==> config.mk <==
export PLATFORM = sky130hd
export DESIGN_NAME = audio_recorder
export DESIGN_NICKNAME = d
export VERILOG_FILES = /design/src/rtl/audio_pkg.sv /design/src/rtl/rec_addr_counter.sv /design/src/rtl/audio_recorder.sv
export SDC_FILE = /design/constraint.sdc
export NUM_CORES = 1
export LEC_CHECK = 0
export BUFFER_PORTS_ARGS = -buffer_cell sky130_fd_sc_hd__buf_2
export CELL_PAD_IN_SITES_DETAIL_PLACEMENT = 1
export CELL_PAD_IN_SITES_GLOBAL_PLACEMENT = 1
export CORE_MARGIN = 2
export CORE_UTILIZATION = 29
export DETAILED_ROUTE_END_ITERATION = 16
export PLACE_DENSITY_LB_ADDON = 0.1
export SKIP_LAST_GASP = 1
export SYNTH_ARGS = -nofsm -noshare
export SYNTH_HDL_FRONTEND = slang
export SYNTH_SLANG_ARGS = --single-unit
==> constraint.sdc <==
create_clock -name clock -period 4.2 [get_ports clock]
set_input_delay 0.84 -clock clock [delete_from_list [all_inputs] [get_ports clock]]
set_output_delay 0.84 -clock clock [all_outputs]
set_load 0.02 [all_outputs]
==> src/rtl/audio_pkg.sv <==
// audio_pkg: shared recorder state encoding and default widths.
package audio_pkg;
  localparam int AUDIO_ADDR_W = 20;
  localparam int AUDIO_SAMPLE_W = 10;
  typedef enum logic [1:0] {IDLE, ARM, CAPTURE, DONE} rec_state_t;
endpackage

==> src/rtl/rec_addr_counter.sv <==
// rec_addr_counter: write-address counter with latched limit; holds at the limit instead of wrapping.
module rec_addr_counter
  import audio_pkg::*;
#(
  parameter int ADDR_W = AUDIO_ADDR_W
) (
  input  logic              i_clk,
  input  logic              i_rst,
  input  logic              i_clr,
  input  logic              i_inc,
  input  logic [ADDR_W-1:0] i_max,
  output logic [ADDR_W-1:0] o_count,
  output logic              o_last
);
  logic [ADDR_W-1:0] r_count;
  logic [ADDR_W-1:0] r_max;
  always_ff @(posedge i_clk or posedge i_rst) begin
    if (i_rst) begin
      r_count <= '0;
      r_max   <= '0;
    end else if (i_clr) begin
      r_count <= '0;
      r_max   <= i_max;
    end else if (i_inc && !o_last) begin
      r_count <= r_count + 1'b1;
    end
  end
  assign o_count = r_count;
  assign o_last  = r_count == r_max;
endmodule

==> src/rtl/audio_recorder.sv <==
// audio_recorder: captures codec samples into memory until the latched limit or record drops.
// Optional REC_PEAK_EN adds a peak output tracking the largest sample of the current take.
module audio_recorder
  import audio_pkg::*;
#(
  parameter int ADDR_W   = AUDIO_ADDR_W,
  parameter int SAMPLE_W = AUDIO_SAMPLE_W
) (
  input  logic                clock,
  input  logic                reset,
  input  logic                record,
  input  logic                audio_in_available,
  input  logic [SAMPLE_W-1:0] audio_in,
  input  logic [ADDR_W-1:0]   address_max,
`ifdef REC_PEAK_EN
  output logic [SAMPLE_W-1:0] peak,
`endif
  output logic                read_audio_in,
  output logic                clear_buffer,
  output logic                mem_wren,
  output logic [ADDR_W-1:0]   mem_address,
  output logic [SAMPLE_W-1:0] mem_data,
  output logic                recording,
  output logic                full,
  output logic [ADDR_W:0]     length
);
  rec_state_t          r_state, w_next;
  logic                w_accept, w_last;
  logic [ADDR_W-1:0]   w_count;
  logic                r_wren;
  logic [ADDR_W-1:0]   r_addr;
  logic [SAMPLE_W-1:0] r_data;
  logic [ADDR_W:0]     r_len;
  assign w_accept = r_state == CAPTURE && record && audio_in_available;
  rec_addr_counter #(.ADDR_W(ADDR_W)) u_cnt (
    .i_clk  (clock),
    .i_rst  (reset),
    .i_clr  (r_state == ARM),
    .i_inc  (w_accept),
    .i_max  (address_max),
    .o_count(w_count),
    .o_last (w_last)
  );
  always_ff @(posedge clock or posedge reset) begin
    if (reset) r_state <= IDLE;
    else r_state <= w_next;
  end
  always_comb begin
    w_next        = r_state;
    read_audio_in = w_accept;
    clear_buffer  = r_state == IDLE || r_state == ARM;
    recording     = r_state == CAPTURE;
    full          = r_state == DONE;
    case (r_state)
      IDLE:    w_next = record ? ARM : IDLE;
      ARM:     w_next = CAPTURE;
      CAPTURE: w_next = !record ? IDLE : (w_accept && w_last) ? DONE : CAPTURE;
      DONE:    w_next = record ? DONE : IDLE;
      default: w_next = IDLE;
    endcase
  end
  always_ff @(posedge clock or posedge reset) begin
    if (reset) begin
      r_wren <= 1'b0;
      r_addr <= '0;
      r_data <= '0;
      r_len  <= '0;
    end else begin
      r_wren <= w_accept;
      if (r_state == ARM) r_len <= '0;
      if (w_accept) begin
        r_addr <= w_count;
        r_data <= audio_in;
        r_len  <= r_len + 1'b1;
      end
    end
  end
`ifdef REC_PEAK_EN
  logic [SAMPLE_W-1:0] r_peak;
  always_ff @(posedge clock or posedge reset) begin
    if (reset) r_peak <= '0;
    else if (r_state == ARM) r_peak <= '0;
    else if (w_accept && audio_in > r_peak) r_peak <= audio_in;
  end
  assign peak = r_peak;
`endif
  assign mem_wren    = r_wren;
  assign mem_address = r_addr;
  assign mem_data    = r_data;
  assign length      = r_len;
endmodule

# Word-level counts from Yosys, hierarchy flattened
# Cells that the tools add are included.
# totals
regBits,94
in_bits,34
output_inout_bits,56
word_cells,31
# op_classes
n_addsub,2
n_reduce_logical,9
n_mux,9
eq_ne,4
# ops
op,n
21-bit two-way mux,2
20-bit two-way mux,2
"21-bit by 1-bit adder with 21-bit output, second input constant",1
"20-bit by 1-bit adder with 20-bit output, second input constant",1
20-bit == test,1
2-bit case mux with 4 select lines,1
"2-bit == test, second input constant",2
1-bit logical AND,4
2-bit two-way mux,2
2-bit nonzero test,2
"2-bit by 1-bit == test with 1-bit output, second input constant",1
2-bit zero test,1
1-bit two-way mux,2
1-bit zero test,1
1-bit logical OR,1

# Depth between registers and ports, before layout
# Gate-level depths: netlist of the first run.
# depth
ltp_word,7
ltp_mapped,9
depth_no_buf,7

# By module
# From an unflattened synthesis of the first run, not the netlist that was laid out.
# unflattened
cells_unflattened,431
hier_area_um2,4388.0
# by_module_without_submodules
mod,area_each_um2,seq_area_each_um2,n_inst,cells_per_inst
audio_recorder,2304.7,1351.3,1,245
rec_addr_counter,2083.2,1001.0,1,186

# Worst setup path after synthesis of the first run
# Ideal clock, no wire load.
# synth_timing
path_type,in2out
startpoint,input audio_in_available
endpoint,output read_audio_in
stages,4
required_time_ns,3.360
path_buffers,2
arrival_time_ns,1.785
slack_ns,1.575
path_cell_list,nand4b_4 > inv_2 > clkbuf_1 > buf_1
# synth_between
elab_chain_cells,1
# synth_rtl
element,line,text
"start, declared",audio_recorder.sv:12,"input logic audio_in_available,"
1-bit logical AND,audio_recorder.sv:34,assign w_accept = r_state == CAPTURE && record && audio_in_available;
"end, declared",audio_recorder.sv:18,"output logic read_audio_in,"
# No other way between the ends.

# Worst setup path in the final report of the first run
# layout_timing
startpoint,input record
endpoint,output read_audio_in
# layout_between
elab_chain_cells,2
# layout_rtl
element,line,text
"start, declared",audio_recorder.sv:11,"input logic record,"
1-bit logical AND (2 in a row),audio_recorder.sv:34,
# No other way between the ends.

==> results by group, run 1 <==
Outcome
  • Outcome: completed

Synth
  • EDFF count, synth: 0
  • Seq/Total Area, Yosys: between 50% and 60%
  • Synthesized instance count: around 470
  • Yosys warns: 0
  • Post-synth net total: between 500 and 600
  • Main synth FF type: dfrtp_1
  • Post-synthesis compound-gate area fraction: 9.217%
  • Ys async rst share: 100.0%
  • Multiplexer share of the synthesized area: 2.120%
  • Post-synthesis register bit count: between 90 and 100
  • Post-synthesis xor/xnor area fraction: between 4 and 5%
  • Syn avg cell area: 9.138 um^2
  • Post-synthesis adder-cell area fraction: less than 1%
  • Largest family of logic cells by synthesized area: simple AND/OR/NAND/NOR gates
  • Post-Synth Simple-Gate Area: 25.71%
  • Syn Std Cell Area: approximately 0.0042 mm^2
  • Synth cell types: 36

Clock network
  • CTS root buf: clkbuf_16
  • CTS tree: yes
  • Cts repair resizes: 0
  • Clock Path Buffers: 2
  • Hold_buf cts: 0
  • Max H-tree Level: 3
  • Num CTS Buffers: 9
  • Clock-pin slew on the worst setup and hold paths: 0.06 ns
  • Post-CTS Setup Inserts: 0
  • Sink Count: 94
  • Skew-Pair Late Insertion Delay: ~0.35 ns

Place
  • Routability Congestion: 0.7275
  • # port buffers: 89
  • Post-DP HPWL: just under 8000 um

Timing
  • TNS Setup: 0 ns
  • Final hold vios: 0
  • Post-layout min period: approximately 2.6 ns
  • Final Cycle Share: ~62%
  • Slew Limit Headroom: around two fifths
  • Worst-margin pin slew: 0.9229 ns
  • Final Max Slew Viols: 0
  • Worst clock skew: 0.006569 ns
  • RSZ-0062 raised after global routing: false
  • Max Fclk: around 380 MHz
  • Setup violations, final: 0

Critical path
  • Crit path max fanout: 26
  • Crit. End Element: output pin
  • Arrival time at the worst endpoint: around 1.8 ns
  • CP startpoint kind: input port
  • Critical Path RT: approximately 3.4 ns
  • Critical path class: in -> out

Floorplanning
  • Die Ht: 125.0 um
  • Core Area: roughly 0.014 mm^2
  • Die X: ~130 um
  • Area of the die: around 0.016 mm^2
  • Initial Util: between 20% and 30%
  • Rows: 44
  • IO Count: 90

GRT
  • Largest net degree at the start of global routing: 73
  • Global route overflow: 0
  • First-pass GRT wire length: 19370 um
  • GRT Overall Usage: roughly 15%
  • Initial antenna violation count: 0
  • Vias in the first global route: 3628

Detailed routing
  • DR vias: between 3000 and 4000
  • Avg WL per Cell: roughly 16 um
  • Final WL: roughly 12000 um
  • DRT Pass-1 Iters: 4
  • Drt initial violations: roughly 190
  • Antenna-violating nets left: 0
  • Post-DR vias/cell: about 4.9
  • DRC errors left: 0

Power
  • Max VDD drop: around 0.0002 V
  • Pwr Density: 536.0 mW/mm^2
  • Leak: between 2 and 3 nW

Layout
  • Nets: about 580
  • Utilization after layout: between 30 and 40%
  • Share of cells above drive strength 1: approximately a fifth
  • Area growth, synth to finish: 21.91%
  • N_diodes: 0

Job
  • MaxCap Viol Count: 0

Min path
  • Hold/Removal Path Class: reg -> reg
[cell type report]
class	count	area, um^2
Fill cell	1720	9244
Sequential cell	94	2352
Multi-Input combinational cell	341	1777
Timing Repair Buffer	95	490.5
Clock buffer	12	256.5
Tap cell	184	230.2
Clock inverter	4	45.04
Inverter	7	28.78
[worst max-delay path: stages]
cell and delay (ns):
buf_2 0.13, nand4b_4 0.11, inv_2 0.40, buf_2 0.28
[where the power goes]
part           total [W]  internal [W]  switching, W
clock network   0.000852      0.000492      0.000360
logic           0.000694      0.000231      0.000463
registers        0.00123       0.00109      0.000141
total            0.00278       0.00181      0.000965
[synth_stat cells (4+ instances only)]
library cell | n | area, um^2
nand2_1 | 180 | 675.7
dfrtp_1 | 94 | 2352
o21ai_0 | 22 | 110.1
xor2_1 | 20 | 175.2
nand3_1 | 18 | 90.09
clkbuf_1 | 15 | 56.30
nand4_1 | 10 | 62.56
nor2_1 | 10 | 37.54
o31ai_1 | 10 | 75.07
mux2i_1 | 9 | 90.09
o211ai_1 | 9 | 67.56
a21oi_1 | 8 | 40.04
inv_1 | 6 | 22.52
nor4_1 | 5 | 31.28
o311ai_0 | 5 | 43.79
o41ai_1 | 5 | 43.79
and4_1 | 4 | 35.03
buf_2 | 4 | 20.02
nor3_1 | 4 | 20.02
[per-layer routing]
metal	vias up	wire [um]	GRT usage (%)
li1	1742	-	-
met3	9	434	2.995
met2	70	5234	22.76
met4	0	146	5.882
met5	-	0	0
met1	1772	5969	22.38
[logic make-up (layout without fill, tap and decap cells)]
kind of cell,Yosys count,after routing
AO/OA/AOI/OAI,61,61
XOR/XNOR,20,20
adder cells (fa/ha/maj),2,2
buffers and inverters,30,118
flip-flops,94,94
multiplexers,9,9
AND/OR/NAND/NOR,249,249
[layout by cell type (no fill, tap or decap), types with 2 or more instances in the layout]
| cell type | n |
|---|---|
| nand2_1 | 180 |
| and4_1 | 4 |
| and2_1 | 3 |
| buf_2 | 89 |
| clkbuf_8 | 2 |
| clkbuf_16 | 9 |
| nand3_1 | 18 |
| o311ai_0 | 5 |
| dfrtp_1 | 94 |
| o31ai_1 | 10 |
| and3_1 | 2 |
| nor2_1 | 10 |
| or3_1 | 3 |
| xor2_1 | 20 |
| nor3_1 | 4 |
| nor4_1 | 5 |
| o41ai_1 | 5 |
| ha_1 | 2 |
| buf_4 | 6 |
| clkinv_2 | 3 |
| o21ai_0 | 22 |
| mux2i_1 | 9 |
| or2_2 | 3 |
| nand4_1 | 10 |
| inv_1 | 5 |
| a21oi_1 | 8 |
| o211ai_1 | 9 |
| or4_1 | 2 |
[stage by stage]
stage               hold WS (ns)  cells  setup slack (ns)  instance area (um^2)  total power (W)
floorplan                 0.4652    465            0.9113                  4249         0.001694
global placement          0.4580    721             1.545                  4878         0.001940
detailed placement        0.4613    721             1.465                  4878         0.001962
CTS                       0.4774    737             1.588                  5180         0.002823
global route              0.4994    737             1.509                  5180         0.002961
finish                    0.4720    737             1.588                  5180         0.002777
[worst paths after layout]
kind                                                 end  slack (ns)                  startpoint  cells past startpoint
min in group asynchronous          length[7]$_DFFE_PP0P_        0.68                       reset                      2
max                                        read_audio_in        1.59                      record                      4
max reg2reg                u_cnt.o_count[19]$_DFFE_PP0P_        1.98        r_state[0]$_DFF_PP0_                      7
max in group asynchronous    mem_address[16]$_DFFE_PP0P_        2.61                       reset                      3
min                           mem_address[6]$_DFFE_PP0P_        0.47  mem_address[6]$_DFFE_PP0P_                      2
min reg2reg                   mem_address[6]$_DFFE_PP0P_        0.47  mem_address[6]$_DFFE_PP0P_                      2
[flip-flops by register name (all words and copies together), names as in the netlist]
name           count
length            21
mem_address       20
u_cnt.o_count     20
u_cnt.r_max       20
mem_data          10
mem_wren           1
r_state            2
Note: power is estimated with default switching activity, not from simulation.
==> inputs of run 2 (changes only) <==
ABC_AREA = 1   (was not set)
clock period = 2.34 ns   (was 4.2 ns; I/O delays follow)
==> run 2 against run 1 <==
  * Wire length up 18%
  * Sequential share of layout area down 5.0 points
  * First-iteration DRC count up 20%
  * Synthesized cell count up 37%
  * Design area up 13%
  * Register-to-register slack worse by 1.5 ns
  * Setup slack worse by 1.4 ns
  * Clock skew up 0.0018 ns
  * Clock-buffer cell count down 1
  * Largest power group unchanged
  * Highest routed layer unchanged
==> results by group, run 2 <==
Outcome
  • Outcome: completed

GRT
  • Global route overflow: 0 (unchanged)
  • GRT Overall Usage: 16.61% (+1.2 points)
  • Initial antenna violation count: 0 (unchanged)
  • First-pass GRT wire length: 23360 um (+21%)
  • Largest net degree at the start of global routing: 56 (-23%)
  • Vias in the first global route: 4447 (+23%)

Critical path
  • R2R Path Start: u_cnt.o_count[11]$_DFFE_PP0P_
  • Arrival time at the worst endpoint: 1.68 ns (-0.09 ns)
  • Slowest-stage cell, CP: dfrtp_1
  • Critical path class: reg -> out
  • CP bufs+invs: 4 (+1)
  • Crit path max fanout: 12 (-54%)
  • Critical Path Max Stage Delay: 0.43 ns (+0.03 ns)
  • FF-to-FF setup slack: 0.53 ns (-1.45 ns)
  • Worst-path cell chain: inv_1 > nor2_2 > nand3_2 > inv_1 > buf_4 > buf_2
  • Crit. End Element: output pin
  • Most frequent CP cell: inv_1
  • Reg2reg end: u_cnt.o_count[8]$_DFFE_PP0P_
  • CP startpoint kind: register
  • Critical Path RT: 1.87 ns (-1.49 ns)
  • Worst r2r path cells: 11 (+4)
  • CP top delay family: buffers and inverters

Layout
  • N_diodes: 0 (unchanged)
  • Area growth, synth to finish: 21.87% (about the same)
  • Design area: 0.005828 mm^2 (+13%)
  • Most frequent cells in the layout: 228 x nand2_1, 94 x dfrtp_1, 89 x buf_2
  • Nets: 756 (+29%)
  • Max reg flops: 21 (unchanged)
  • Post-Layout Cell Count: 941 (+28%)
  • Share of cells above drive strength 1: 18.76% (-2.6 points)
  • Commonest non-fill, non-tap cell in the layout: nand2_1

Clock network
  • Cts repair resizes: 0 (unchanged)
  • Max H-tree Level: 3 (unchanged)
  • CTS root buf: clkbuf_16
  • Clock-pin slew on the worst setup and hold paths: 0.06 ns (about the same)
  • Clock Path Buffers: 2 (unchanged)
  • Sink Count: 94 (unchanged)
  • Hold_buf cts: 0 (unchanged)
  • CTS tree: yes
  • Post-CTS Setup Inserts: 0 (unchanged)
  • Num CTS Buffers: 9 (unchanged)
  • Skew-Pair Late Insertion Delay: 0.36 ns (about the same)

Power
  • Internal power: 0.003370 W (+86%)
  • Reg power frac: 40.7% (-3.6 points)
  • Leak: 3.004 nW (+11%)
  • Comb power frac: 27.7% (+2.7 points)
  • Switch Pwr: 0.001858 W (+93%)
  • Max VDD drop: 0.0003408 V (+70%)
  • Total power: 0.005228 W (+88%)
  • Pwr Density: 897.0 mW/mm^2 (+67%)
  • Clk pwr share: 31.6% (+0.9 points)
  • Sw frac: 35.53% (+0.80 points)

Detailed routing
  • Avg WL per Cell: 14.77 um (-7.6%)
  • Drt initial violations: 224 (+20%)
  • Antenna-violating nets left: 0 (unchanged)
  • DR vias: 4312 (+20%)
  • DRT Pass-1 Iters: 4 (unchanged)
  • Post-DR vias/cell: 4.582 (-6.0%)
  • DRC errors left: 0 (unchanged)
  • Final WL: 13900 um (+18%)

Synth
  • EDFF count, synth: 0 (unchanged)
  • Largest cells by area after synthesis: dfrtp_1 49%, nand2_1 18%, nand3_1 5.8%
  • Seq/Total Area, Yosys: 49.19% (-6.2 points)
  • Post-synth net total: 674 (+35%)
  • Main synth FF type: dfrtp_1
  • Syn avg cell area: 7.495 um^2 (-18%)
  • Most common cell in the netlist: nand2_1
  • Ys async rst share: 100.0% (unchanged)
  • Syn Std Cell Area: 0.004782 mm^2 (+13%)
  • Top cells by count, synth: 228 x nand2_1, 94 x dfrtp_1, 64 x nor2_1, 55 x nand3_1, 48 x inv_1
  • Cell taking the most area after synthesis: dfrtp_1
  • Synthesized instance count: 638 (+37%)
  • Post-synthesis register bit count: 94 (unchanged)
  • Synth cell types: 32 (-11%)
  • Post-synth top area share: 49.19% (-6.2 points)
  • Yosys warns: 0 (unchanged)

Timing
  • Slew Limit Headroom: 50.78% (+12 points)
  • Setup violations, final: 0 (unchanged)
  • RSZ-0062 raised after global routing: false
  • Final Max Slew Viols: 0 (unchanged)
  • Worst clock skew: 0.008331 ns (+0.001763 ns)
  • Final Cycle Share: just over 90%
  • TNS Setup: 0 ns (unchanged)
  • Worst-margin pin slew: 0.7368 ns (-0.1861 ns)
  • Max Fclk: 465.1 MHz
  • Post-layout min period: 2.150 ns
  • Final hold vios: 0 (unchanged)

Floorplanning
  • Die Ht: 132.4 um (+5.9%)
  • Rows: 46 (+4.5%)
  • Die X: 132.4 um (+5.9%)
  • Area of the die: 0.01753 mm^2 (+12%)
  • Initial Util: 29.89% (+0.43 points)
  • Core Area: 0.01600 mm^2 (+11%)
  • IO Count: 90 (unchanged)

Place
  • Routability Congestion: 0.8200 (+13%)
  • # port buffers: 89 (unchanged)
  • Dpl cell area: 0.005494 mm^2 (+13%)
  • Post-DP HPWL: 9952 um (+26%)
  • Cells after DPL: 925 (+28%)

Job
  • MaxCap Viol Count: 0 (unchanged)

Min path
  • Hold/Removal Path Class: in -> async
-- run 2: cell count changes in the layout (fill, tap and decap cells not counted), moves of 8 or more --
| cell | delta |
|---|---|
| nor2_1 | +53 |
| nand2_1 | +48 |
| inv_1 | +42 |
| nand3_1 | +36 |
| o21ai_0 | +14 |
| inv_2 | +10 |
| mux2i_1 | -8 |
| o211ai_1 | -8 |
| o31ai_1 | -8 |
-- run 2: routing by layer --
metal  wire length, um  global-route usage (%)
met2              6311                   26.11
met3               333                   2.261
met5                 0                       0
met1              7018                   23.26
met4               239                   6.452
-- run 2: per-stage QoR --
stage | hold slack [ns] | worst slack (ns) | util, %
finish | 0.2313 | 0.1899 | 36.42
global route | 0.2945 | 0.06337 | 36.42
detailed placement | 0.4671 | 0.5304 | 34.34
global placement | 0.4577 | 0.5488 | 34.34
CTS | 0.2629 | 0.1453 | 36.42
floorplan | 0.4610 | 0.5126 | -
-- run 2: kinds of logic after synthesis --
group / Yosys count / synth area share, %
xor gates and xnor gates: 20 / 3.663
AOI/OAI and AO/OA: 59 / 6.881
muxes: 1 / 0.2093
DFF: 94 / 49.19
buffers and inverters: 89 / 7.457
adders and majority gates: 2 / 0.5232
and+or+nand+nor: 373 / 32.08
-- run 2: worst max path at each step --
| stage | startpoint | end | slack, ns | depth (start not counted) |
|---|---|---|---|---|
| 6_report | r_state[1]$_DFF_PP0_ | read_audio_in | 0.19 | 6 |
| 5_1_grt | r_state[1]$_DFF_PP0_ | read_audio_in | 0.06 | 6 |
| 4_1_cts | r_state[1]$_DFF_PP0_ | read_audio_in | 0.15 | 6 |
| 3_5_place_dp | u_cnt.o_count[11]$_DFFE_PP0P_ | u_cnt.o_count[7]$_DFFE_PP0P_ | 0.53 | 11 |
| 3_3_place_gp | r_state[1]$_DFF_PP0_ | read_audio_in | 0.55 | 6 |
| 2_1_floorplan | r_state[1]$_DFF_PP0_ | read_audio_in | 0.51 | 6 |
-- run 2: worst register-to-register path, cell delays in order, from the launching register on --
cell and delay [ns]:
dfrtp_1 0.52, inv_2 0.07, nand2_1 0.06, nand2_1 0.05, nor2_1 0.10, nand2_1 0.11
nor2_2 0.23, nand3_4 0.09, nand2_1 0.07, buf_4 0.25, nand3_1 0.13, nand2_1 0.07
-- run 2: area by class of cell --
type | count | area (um^2)
clock buffer | 11 | 252.7
clock inverter | 5 | 81.33
fill | 2033 | 10170
inverter | 59 | 225.2
multi-input combinational | 455 | 2086
sequential | 94 | 2352
tap | 216 | 270.3
timing repair buffer | 101 | 560.5
-- run 2: power by group through the flow --
stage	Clock, W	Sequential, W	Combinational (W)
floorplan	0	0.00225	0.000862
finish	0.00165	0.00213	0.00145
global route	0.00176	0.00217	0.00167
CTS	0.00170	0.00213	0.00150
detailed placement	0	0.00216	0.00149
global placement	0	0.00215	0.00147
==> inputs of run 3 (changes only) <==
SETUP_SLACK_MARGIN = 0.3   (was not set)
==> run 3 against run 2 <==
  * Design area rose by 0.28%
  * Sequential share of layout area fell by 0.11 points
  * Wire length grew 0.31%
  * Critical endpoint unchanged
  * Largest power group unchanged
  * First-iteration DRC count fell by 2.7%
  * Global-route usage is essentially flat
  * Total power rose by 0.54%
  * Core utilization increased by 0.10 points
  * Critical path depth down 1
  * Setup slack improved by 0.21 ns
  * Via count grew 0.63%
==> results by group, run 3 (same netlist as run 2, synthesis figures left out) <==
Clock network
  • CTS root buf: clkbuf_16
  • CTS tree: yes
  • Num CTS Buffers: 9 (unchanged)
  • Clock Path Buffers: 2 (unchanged)
  • Max H-tree Level: 3 (unchanged)
  • Clock-pin slew on the worst setup and hold paths: 0.06 ns (about the same)
  • Skew-Pair Late Insertion Delay: 0.36 ns (about the same)
  • Sink Count: 94 (unchanged)

Timing
  • RSZ-0062 raised after global routing: false
  • Final Max Slew Viols: 0 (unchanged)
  • Worst clock skew: 0.006994 ns (-0.001337 ns)
  • Slew Limit Headroom: 50.60% (-0.18 points)
  • Max Fclk: 515.0 MHz (+11%)
  • Worst-margin pin slew: 0.7394 ns (+0.002635 ns)
  • Final hold vios: 0 (unchanged)
  • Post-layout min period: 1.942 ns (-0.2084 ns)
  • Setup violations, final: 0 (unchanged)
  • TNS Setup: 0 ns (unchanged)
  • Final Cycle Share: 82.98% (-8.9 points)

Power
  • Clk pwr share: 31.4% (-0.2 points)
  • Total power: 0.005256 W (+0.54%)
  • Comb power frac: 28.2% (+0.5 points)
  • Internal power: 0.003384 W (+0.41%)
  • Sw frac: 35.62% (+0.084 points)
  • Max VDD drop: 0.0003361 V (-1.4%)
  • Leak: 3.008 nW (+0.14%)
  • Pwr Density: 899.4 mW/mm^2 (+0.26%)
  • Switch Pwr: 0.001872 W (+0.78%)
  • Reg power frac: 40.4% (-0.3 points)

Detailed routing
  • Antenna-violating nets left: 0 (unchanged)
  • Drt initial violations: 218 (-2.7%)
  • DRT Pass-1 Iters: 4 (unchanged)
  • Post-DR vias/cell: 4.606 (+0.52%)
  • Final WL: 13950 um (+0.31%)
  • DR vias: 4339 (+0.63%)
  • Avg WL per Cell: 14.80 um (+0.20%)
  • DRC errors left: 0 (unchanged)

Critical path
  • Worst r2r path cells: 11 (unchanged)
  • Arrival time at the worst endpoint: 1.47 ns (-0.21 ns)
  • Reg2reg end: u_cnt.o_count[8]$_DFFE_PP0P_
  • Worst Setup EP: read_audio_in
  • CP Launch Point: r_state[0]$_DFF_PP0_
  • Critical Path RT: 1.87 ns (about the same)
  • FF-to-FF setup slack: 0.53 ns (about the same)
  • CP startpoint kind: register
  • Crit. End Element: output pin
  • Critical path class: reg -> out
  • R2R Path Start: u_cnt.o_count[11]$_DFFE_PP0P_
  • Crit path max fanout: 12 (unchanged)

Layout
  • Max reg flops: 21 (unchanged)
  • N_diodes: 0 (unchanged)
  • Commonest non-fill, non-tap cell in the layout: nand2_1
  • Most frequent cells in the layout: 228 x nand2_1, 94 x dfrtp_1, 89 x buf_2
  • Area growth, synth to finish: 22.21%
  • Share of cells above drive strength 1: 19.01% (+0.25 points)
  • Nets: 757 (+0.13%)

GRT
  • First-pass GRT wire length: 23440 um (+0.33%)
  • GRT Overall Usage: 16.66% (+0.049 points)
  • Vias in the first global route: 4465 (+0.40%)
  • Global route overflow: 0 (unchanged)
  • Initial antenna violation count: 0 (unchanged)
  • Largest net degree at the start of global routing: 56 (unchanged)

Place
  • Routability Congestion: 0.8200 (unchanged)
  • Post-DP HPWL: 9952 um (unchanged)
  • # port buffers: 89 (unchanged)

Floorplanning
  • Core Area: 0.01600 mm^2 (unchanged)
  • Die X: 132.4 um (unchanged)
  • Initial Util: 29.89% (unchanged)
  • Rows: 46 (unchanged)
  • Die Ht: 132.4 um (unchanged)
  • Area of the die: 0.01753 mm^2 (unchanged)
  • IO Count: 90 (unchanged)

Outcome
  • Outcome: completed

Job
  • MaxCap Viol Count: 0 (unchanged)

Min path
  • Hold/Removal Path Class: in -> async
==> run 3: worst min-delay path by stage <==
stage | startpoint | end | depth (start not counted)
floorplan | u_cnt.r_max[16]$_DFFE_PP0P_ | u_cnt.r_max[16]$_DFFE_PP0P_ | 2
global placement | mem_data[5]$_DFFE_PP0P_ | mem_data[5]$_DFFE_PP0P_ | 2
detailed placement | mem_data[3]$_DFFE_PP0P_ | mem_data[3]$_DFFE_PP0P_ | 2
CTS | reset | u_cnt.o_count[7]$_DFFE_PP0P_ | 2
global route | reset | u_cnt.o_count[8]$_DFFE_PP0P_ | 2
finish | reset | mem_address[16]$_DFFE_PP0P_ | 2
==> run 3: metal layers <==
layer	global-route usage (%)	part of all wire, %	vias up
li1	-	-	2180
met1	23.29	50	2082
met5	0	0	-
met4	6.452	1.7	0
met3	2.261	2.7	12
met2	26.25	46	65
==> run 3: power groups by stage <==
stage	clock network (W)	registers (W)	logic, W
2_1_floorplan	0	0.00225	0.000862
3_3_place_gp	0	0.00215	0.00147
3_5_place_dp	0	0.00216	0.00149
4_1_cts	0.00170	0.00213	0.00152
5_1_grt	0.00176	0.00217	0.00170
6_report	0.00165	0.00212	0.00148
==> run 3: area by class of cell <==
class	count	area (um^2)
clock buffer	11	252.7
fill	2031	10160
tap	216	270.3
sequential	94	2352
timing repair buffer	102	571.8
inverter	59	225.2
multi-input combinational	455	2091
clock inverter	5	81.33
==> run 3: timing repair <==
item                       in CTS  in global routing
hold buffers                    0                  0
pin swaps                       0                  0
resized for setup               2                  1
setup endpoints to repair       1                  1
setup buffers                   1                  0
==> run 3: stage by stage <==
step                setup slack, ns  instances  area, um^2  hold WS (ns)  utilization, %
finish                       0.3983        942        5844        0.2325           36.53
detailed placement           0.5304        925        5494        0.4671           34.34
CTS                          0.3495        942        5839        0.2629           36.50
global placement             0.5488        925        5494        0.4577           34.34
floorplan                    0.5126        638        4786        0.4610               -
global route                 0.3069        942        5844        0.2945           36.53
==> run 3: worst max-delay path: stages, from the launching register on <==
cell and delay [ns]:
dfrtp_1 0.43, nor2_4 0.15, nand3_2 0.09, inv_2 0.12
buf_6 0.16, buf_2 0.17
